`src/rtl/instr_fetch_pkg.sv`:
```
// Shared ISA definitions for the Logo fetch stage: opcode field bounds,
// default widths, the NOP encoding and the output-register source select.
package instr_fetch_pkg;

  localparam int unsigned OPCODE_HI   = 31;
  localparam int unsigned OPCODE_LO   = 27;
  localparam int unsigned PC_W_DEF    = 12;
  localparam int unsigned INSTR_W_DEF = 32;

  localparam logic [INSTR_W_DEF-1:0] NOP_INSTR = '0;

  typedef enum logic [1:0] {
    SRC_HOLD,
    SRC_IMEM,
    SRC_SKID,
    SRC_EMPTY
  } out_src_e;

endpackage

```
`src/rtl/instr_fetch_skid.sv`:
```
// One-entry skid buffer carrying an {instr, pc} pair, valid/ready on both
// sides, with a synchronous flush that overrides any push.
module fetch_skid
  import instr_fetch_pkg::*;
#(
  parameter int unsigned PC_W    = PC_W_DEF,
  parameter int unsigned INSTR_W = INSTR_W_DEF
) (
  input  logic               clock,
  input  logic               reset_n,
  input  logic               flush,
  input  logic               in_valid,
  output logic               in_ready,
  input  logic [INSTR_W-1:0] in_instr,
  input  logic [PC_W-1:0]    in_pc,
  output logic               out_valid,
  input  logic               out_ready,
  output logic [INSTR_W-1:0] out_instr,
  output logic [PC_W-1:0]    out_pc
);

  logic               valid_q;
  logic [INSTR_W-1:0] instr_q;
  logic [PC_W-1:0]    pc_q;

  assign in_ready  = !valid_q || out_ready;
  assign out_valid = valid_q;
  assign out_instr = instr_q;
  assign out_pc    = pc_q;

  always_ff @(posedge clock or negedge reset_n) begin
    if (!reset_n) begin
      valid_q <= 1'b0;
      instr_q <= '0;
      pc_q    <= '0;
    end else if (flush) begin
      valid_q <= 1'b0;
    end else if (in_valid && in_ready) begin
      valid_q <= 1'b1;
      instr_q <= in_instr;
      pc_q    <= in_pc;
    end else if (valid_q && out_ready) begin
      valid_q <= 1'b0;
    end
  end

endmodule

```
`src/rtl/instr_fetch.sv`:
```
// Instruction fetch stage: drives the synchronous ROM from pc, tags the
// in-flight read, and delivers {pc, instr} to decode through an output
// register backed by a one-entry skid.
module instr_fetch
  import instr_fetch_pkg::*;
#(
  parameter int unsigned PC_W    = PC_W_DEF,
  parameter int unsigned INSTR_W = INSTR_W_DEF,
  parameter int unsigned CNT_W   = 16
) (
  input  logic               clock,
  input  logic               reset_n,
  output logic [PC_W-1:0]    imem_addr,
  input  logic [INSTR_W-1:0] imem_q,
  input  logic               stall,
  input  logic               redirect,
  input  logic [PC_W-1:0]    redirect_pc,
  output logic               if_valid,
  output logic [INSTR_W-1:0] if_instr,
  output logic [PC_W-1:0]    if_pc,
  output logic [PC_W-1:0]    if_pc_plus1,
  output logic [CNT_W-1:0]   fetch_count
);

  logic [PC_W-1:0]    pc;
  logic               inf_valid;
  logic [PC_W-1:0]    inf_pc;
  logic               out_valid;
  logic [INSTR_W-1:0] out_instr;
  logic [PC_W-1:0]    out_pc;

  logic               sk_valid;
  logic               sk_in_ready;
  logic [INSTR_W-1:0] sk_instr;
  logic [PC_W-1:0]    sk_pc;
  logic               sk_push;
  logic               sk_pop;

  logic               accept;
  logic               out_free;
  logic               issue;
  out_src_e           out_src;

  fetch_skid #(
    .PC_W    (PC_W),
    .INSTR_W (INSTR_W)
  ) u_skid (
    .clock     (clock),
    .reset_n   (reset_n),
    .flush     (redirect),
    .in_valid  (sk_push),
    .in_ready  (sk_in_ready),
    .in_instr  (imem_q),
    .in_pc     (inf_pc),
    .out_valid (sk_valid),
    .out_ready (sk_pop),
    .out_instr (sk_instr),
    .out_pc    (sk_pc)
  );

  // Skid drains into the output register ahead of any arriving ROM word so
  // program order is kept; the arriving word then takes the skid slot.
  always_comb begin
    accept   = out_valid && !stall;
    out_free = !out_valid || !stall;
    issue    = !sk_valid && !(out_valid && stall && inf_valid) && !redirect;
    sk_push  = 1'b0;
    sk_pop   = 1'b0;
    out_src  = SRC_HOLD;
    if (inf_valid) begin
      if (out_free) begin
        if (sk_valid) begin
          out_src = SRC_SKID;
          sk_pop  = 1'b1;
          sk_push = 1'b1;
        end else begin
          out_src = SRC_IMEM;
        end
      end else begin
        sk_push = 1'b1;
      end
    end else if (out_free) begin
      if (sk_valid) begin
        out_src = SRC_SKID;
        sk_pop  = 1'b1;
      end else if (accept) begin
        out_src = SRC_EMPTY;
      end
    end
  end

  always_ff @(posedge clock or negedge reset_n) begin
    if (!reset_n) begin
      pc        <= '0;
      inf_valid <= 1'b0;
      inf_pc    <= '0;
    end else begin
      inf_valid <= issue;
      if (issue) inf_pc <= pc;
      if (redirect)   pc <= redirect_pc;
      else if (issue) pc <= pc + PC_W'(1);
    end
  end

  always_ff @(posedge clock or negedge reset_n) begin
    if (!reset_n) begin
      out_valid <= 1'b0;
      out_instr <= INSTR_W'(NOP_INSTR);
      out_pc    <= '0;
    end else if (redirect) begin
      out_valid <= 1'b0;
    end else begin
      case (out_src)
        SRC_IMEM: begin
          out_valid <= 1'b1;
          out_instr <= imem_q;
          out_pc    <= inf_pc;
        end
        SRC_SKID: begin
          out_valid <= 1'b1;
          out_instr <= sk_instr;
          out_pc    <= sk_pc;
        end
        SRC_EMPTY: out_valid <= 1'b0;
        default: ;
      endcase
    end
  end

  always_ff @(posedge clock or negedge reset_n) begin
    if (!reset_n) begin
      fetch_count <= '0;
    end else if (accept && (fetch_count != '1)) begin
      fetch_count <= fetch_count + CNT_W'(1);
    end
  end

  skid_no_overflow: assert property (
    @(posedge clock) disable iff (!reset_n) !(sk_push && !sk_in_ready && !redirect)
  );

  assign imem_addr   = pc;
  assign if_valid    = out_valid;
  assign if_instr    = out_instr;
  assign if_pc       = out_pc;
  assign if_pc_plus1 = out_pc + PC_W'(1);

endmodule
```
`config.mk`:
```
export PLATFORM = sky130hd
export DESIGN_NAME = instr_fetch
export DESIGN_NICKNAME = d
export VERILOG_FILES = /design/src/rtl/instr_fetch_pkg.sv /design/src/rtl/instr_fetch_skid.sv /design/src/rtl/instr_fetch.sv
export SDC_FILE = /design/constraint.sdc
export NUM_CORES = 1
export LEC_CHECK = 0
export ABC_CLOCK_PERIOD_IN_PS = 4500
export BUFFER_PORTS_ARGS = -buffer_cell sky130_fd_sc_hd__buf_2
export CAP_MARGIN = 10
export CELL_PAD_IN_SITES_DETAIL_PLACEMENT = 1
export CELL_PAD_IN_SITES_GLOBAL_PLACEMENT = 2
export CORE_ASPECT_RATIO = 1.4
export CORE_MARGIN = 4
export CORE_UTILIZATION = 38
export DETAILED_ROUTE_END_ITERATION = 12
export PLACE_DENSITY_LB_ADDON = 0.3
export SYNTH_ARGS = -nofsm -noshare
export SYNTH_HDL_FRONTEND = slang
export SYNTH_HIERARCHICAL = 1
export SYNTH_SLANG_ARGS = --single-unit
```
`constraint.sdc`:
```
create_clock -name clock -period 4.5 [get_ports clock]
set_input_delay 0.45 -clock clock [delete_from_list [all_inputs] [get_ports clock]]
set_output_delay 0.45 -clock clock [all_outputs]
set_load 0.005 [all_outputs]
```
==> results of run 1 <==
## metrics by stage
step                utilization, %  setup slack, ns
floorplan                        -             2.41
global placement              43.7             1.87
detailed placement            43.7             1.75
CTS                           47.4             1.73
global route                  47.4             1.55
finish                        47.4             1.81
## worst max-delay path by stage
stage | start | to | cells after the start
after global routing | if_valid | if_instr[24] | 6
after detailed placement | if_valid | if_instr[26] | 6
after floorplan | if_valid | if_pc[8] | 10
after global placement | stall | if_instr[18] | 7
after CTS | if_valid | if_instr[26] | 6
final | if_valid | if_instr[26] | 6
## power breakdown
part | leakage (uW) | internal (uW) | switching, uW
registers | 0.00163 | 1650 | 355
logic | 0.00152 | 688 | 672
clock network | 0.000283 | 842 | 474
total | 0.00343 | 3180 | 1500
## flip-flops by register name, summed over array words and instances (netlist names)
signal,flops
fetch_count,16
imem_addr,12
if_pc,12
u_skid/out_pc,12
inf_valid,1
if_instr,32
u_skid/out_valid,1
inf_pc,12
u_skid/out_instr,32
if_valid,1
## final cells by class
type	count	area (um^2)
Clock buffer	27	523
Clock inverter	4	45.0
Fill cell	1709	8180
Inverter	8	30.0
Multi-Input combinational cell	345	2540
Sequential cell	131	3280
Tap cell	196	245
Timing Repair Buffer	137	701
## metal layers
| metal | up-vias | part of all wire [%] | GRT usage [%] |
|---|---|---|---|
| met4 | 0 | 1.5 | 5.77 |
| met1 | 2121 | 41 | 20.5 |
| li1 | 2042 | - | - |
| met2 | 95 | 52 | 29.1 |
| met5 | - | 0 | 0 |
| met3 | 19 | 4.7 | 4.41 |
==> metrics, run 1 <==
post-route insts no fill=about 850; RePlAce Congestion=roughly 0.8; Ys Warns=6; dpl hpwl=a little over 10,000 um; initial core utilization=38.6%; slowest CP cell=ha_2; Max-Cap Viols=0; total die area=roughly 0.018 mm^2; core area=between 0.015 and 0.02 mm^2; fin. max-slew vios=0; initial antenna violation count=0; Reg2Reg Setup Slack=roughly 1.8 ns; final worst-path cycle share=roughly 60%; Hold WS=~0.027 ns; number of buffers inserted by port buffering=around 130; Ant. Diodes=0; total wire length=14,300 um; fmax=roughly 0.37 GHz; die width=~110 um; Worst setup SP type=flop; fraction of layout cells with a size suffix above 1=a little over a third; Mapped Cells=just over 500; Die Ht=approximately 160 um; Clock Latency Late Sink=0.41 ns; RR Startpoint=if_valid; critical path's top delay family=adder cells; Resized cells post-CTS=0; H-tree depth=4; placed cell count=817; Worst-path clk slew=around 0.05 ns; CTS sink cnt=between 100 and 150; Nets=between 600 and 700; Final Total Pwr=~4700 uW; vias per cell=a little over 5; first-pass GRT wire length=around 24,000 um; critical path peak fanout=28; Final Cell Area=~0.0074 mm^2; Bufs and invs on worst path=1; all-layer global routing usage=between 10% and 20%; final setup violating endpoints=0; DP Area=between 0.006 and 0.007 mm^2; CTS max path bufs=2; Vias=around 4.3k; RSZ-0062 raised after global routing=no; worst path cell trace=a21oi_1 > a21oi_1 > ha_2 > buf_4 > mux2i_1 > o21ai_0; CP required=between 4 and 5 ns; Setup crit end kind=flop; final worst path period need=between 2 and 3 ns; post-route DRC violation count=0; Critical Path Max Stage Delay=0.83 ns; CTS tree=built; Overflow after GRT=0; DRT iter0 DRCs=~130; Most Frequent Cell on Critical Path=a21oi_1; Post-CTS Hold Buffers=0; leakage power=0.00343 uW; commonest cells after routing, fill and taps aside=dfrtp_1 (131), buf_2 (131), nand2_1 (69); maximum VDD drop=roughly 0.00043 V; mapped cell area=0.00599 mm^2; Setup Crit Path Kind=flop to flop; Post-Route Setup TNS=0 ns; I/O pin count=roughly 130; pwr dens=636 mW/mm^2; final hold viol count=0; DRT antenna net count=0; synthesized area per cell=between 10 and 15 um^2; vias in the first global route=about 4.7k; Hold WC Path Type=input pin to async pin; DR WL/cell=~17 um; reg2reg path depth=6; TritonCTS Buffers=17; Slew headroom=approximately 36%; CTS Root Cell=clkbuf_16; Synth-to-Final Area Change=22.9%; status=completed; slew of the pin with the lowest slew margin=between 0.9 and 1 ns; Synth Net Count=between 500 and 600; clock skew=~0.0075 ns; capture point of the worst reg-to-reg path=if_instr[26]; largest net degree at the start of global routing=just under 90; 1st-pass router iterations=4; Post-CTS Setup Inserts=0; Critical Path AT=2.94 ns; num rows=54
Power figures use the tool's default switching activity.
==> run 2: changes to the inputs <==
--- a/config.mk
+++ b/config.mk
@@ -5,14 +5,14 @@
 export SDC_FILE = /design/constraint.sdc
 export NUM_CORES = 1
 export LEC_CHECK = 0
-export ABC_CLOCK_PERIOD_IN_PS = 4500
+export ABC_CLOCK_PERIOD_IN_PS = 2700
 export BUFFER_PORTS_ARGS = -buffer_cell sky130_fd_sc_hd__buf_2
 export CAP_MARGIN = 10
 export CELL_PAD_IN_SITES_DETAIL_PLACEMENT = 1
 export CELL_PAD_IN_SITES_GLOBAL_PLACEMENT = 2
 export CORE_ASPECT_RATIO = 1.4
 export CORE_MARGIN = 4
-export CORE_UTILIZATION = 38
+export CORE_UTILIZATION = 35
 export DETAILED_ROUTE_END_ITERATION = 12
 export PLACE_DENSITY_LB_ADDON = 0.3
 export SYNTH_ARGS = -nofsm -noshare
==> constraint.sdc (replaced) <==
create_clock -name clock -period 2.7 [get_ports clock]
set_input_delay 0.27 -clock clock [delete_from_list [all_inputs] [get_ports clock]]
set_output_delay 0.27 -clock clock [all_outputs]
set_load 0.005 [all_outputs]
==> metrics, run 2 (synthesis results as in run 1) <==
status=completed; met3 usage=around 3.5%; CP required=around 3.0 ns; Post-Route Setup TNS=0 ns; gr busiest metal=met2; leakage power=around 0.0035 uW; RSZ-0062 raised after global routing=no; Most Frequent Cell on Critical Path=o21ai_0; Hold WC Path Type=input pin to flop; initial core utilization=35.6%; slew of the pin with the lowest slew margin=about 0.79 ns; fmax=0.421 GHz; RePlAce Congestion=0.792; Multi-input gate area=~0.0025 mm^2; post-route insts no fill=between 800 and 900; maximum VDD drop=about 0.0005 V; Worst-path clk slew=approximately 0.06 ns; Layout Utilization=between 40% and 50%; all-layer global routing usage=between 10% and 20%; DRT antenna net count=0; routing usage on met1=between 10% and 20%; Overflow after GRT=0; vias in the first global route=approximately 4.7k; largest net degree at the start of global routing=between 80 and 90; reg2reg path depth=6; CTS max path bufs=2; Final Cell Area=between 0.007 and 0.008 mm^2; total wire length=between 10,000 and 15,000 um; I/O pin count=roughly 130; TritonCTS Buffers=17; CTS sink cnt=about 130; pwr dens=1070 mW/mm^2; Worst setup SP type=flop; Filler cells=around 1.9k; Sequential cell area=0.00328 mm^2; Max-Cap Viols=0; final worst-path cycle share=roughly 88%; number of buffers inserted by port buffering=around 130; Reg2Reg Setup Slack=approximately 0.32 ns; final worst path period need=between 2 and 2.5 ns; num rows=between 50 and 60; CTS tree=built; Synth-to-Final Area Change=25.2%; Slew headroom=a little under half; DR WL/cell=between 15 and 20 um; critical path peak fanout=88; 1st-pass router iterations=4; total die area=about 0.019 mm^2; final setup violating endpoints=0; fraction of layout cells with a size suffix above 1=37.1%; post-route DRC violation count=0; core area=between 0.015 and 0.02 mm^2; Final Total Pwr=8020 uW; die width=about 120 um; worst path cell trace=a21oi_1 > o21ai_0 > ha_2 > or2_2 > buf_4 > o21ai_0; HP Start=redirect_pc[6]; Setup Crit Path Kind=flop to flop; Nets=697; vias per cell=around 5.0; Critical Path Max Stage Delay=between 0.6 and 0.7 ns; CTS Root Cell=clkbuf_16; Bufs and invs on worst path=1; Vias=around 4.3k; Clock Latency Late Sink=roughly 0.4 ns; WHS Endpoint=imem_addr[6]; DRT iter0 DRCs=just over 200; Die Ht=between 150 and 200 um; Critical Path AT=about 2.6 ns; dpl hpwl=roughly 10,000 um; global routing usage on met2=27.7%; clock skew=~0.0074 ns; capture point of the worst reg-to-reg path=if_instr[4]; final hold viol count=0; Ant. Diodes=0; Resized cells post-CTS=0; Setup crit end kind=flop; DP Area=0.00687 mm^2; RR Startpoint=if_valid; placed cell count=between 800 and 900; first-pass GRT wire length=24,100 um; initial antenna violation count=1; hold depth=3; critical path's top delay family=compound AO/OA/AOI/OAI gates; H-tree depth=4; slowest CP cell=buf_4; commonest cells after routing, fill and taps aside=dfrtp_1 (131), buf_2 (131), nand2_1 (69); fin. max-slew vios=0
[run 2: where the power goes]
group / internal (uW) / switching, uW
logic: 1180 / 1130
clock network: 1530 / 848
registers: 2750 / 586
[run 2: how the worst max path moves through the flow]
stage                   from           to  slack (ns)  depth (start not counted)
floorplan           if_valid     if_pc[8]        0.61                         10
global placement    if_valid  if_instr[9]        0.45                          6
detailed placement  if_valid     if_pc[9]        0.28                          6
CTS                 if_valid  if_instr[7]        0.27                          6
global route        if_valid  if_instr[4]        0.08                          6
finish              if_valid  if_instr[4]        0.32                          6
[run 2: metal layers]
metal	vias to the layer above	routed length [um]	part of all wire, %
met2	103	7510	52
met1	2138	6000	42
li1	2056	-	-
met3	20	560	3.9
met5	-	20	0.14
met4	2	239	1.7
[run 2: area by class of cell]
cell class	instances	area share (%)
flip-flops and latches	131	43.7
multi-input cells	345	33.9
repair buffers	141	10.3
clock buffers	20	6.22
well taps	203	3.39
clock inverters	12	2.07
inverters	8	0.400
[run 2: timing repair]
item / CTS / global route
hold buffers: 1 / 0
hold endpoints to repair: 68 / 0
setup buffers: 0 / 0
[run 2: per-stage QoR]
| stage | worst slack [ns] | hold WS (ns) |
|---|---|---|
| after floorplan | 0.611 | -0.0256 |
| final | 0.323 | 0.0606 |
| after global routing | 0.0815 | 0.0478 |
| after global placement | 0.452 | 0.323 |
| after detailed placement | 0.280 | 0.339 |
| after CTS | 0.268 | 0.0393 |
[run 2: worst min-delay path, delay by kind of cell]
family / cells / cell delay (ns)
AO/OA/AOI/OAI: 1 / 0.05
buffers and inverters: 1 / 0.07
AND/OR/NAND/NOR: 1 / 0.04
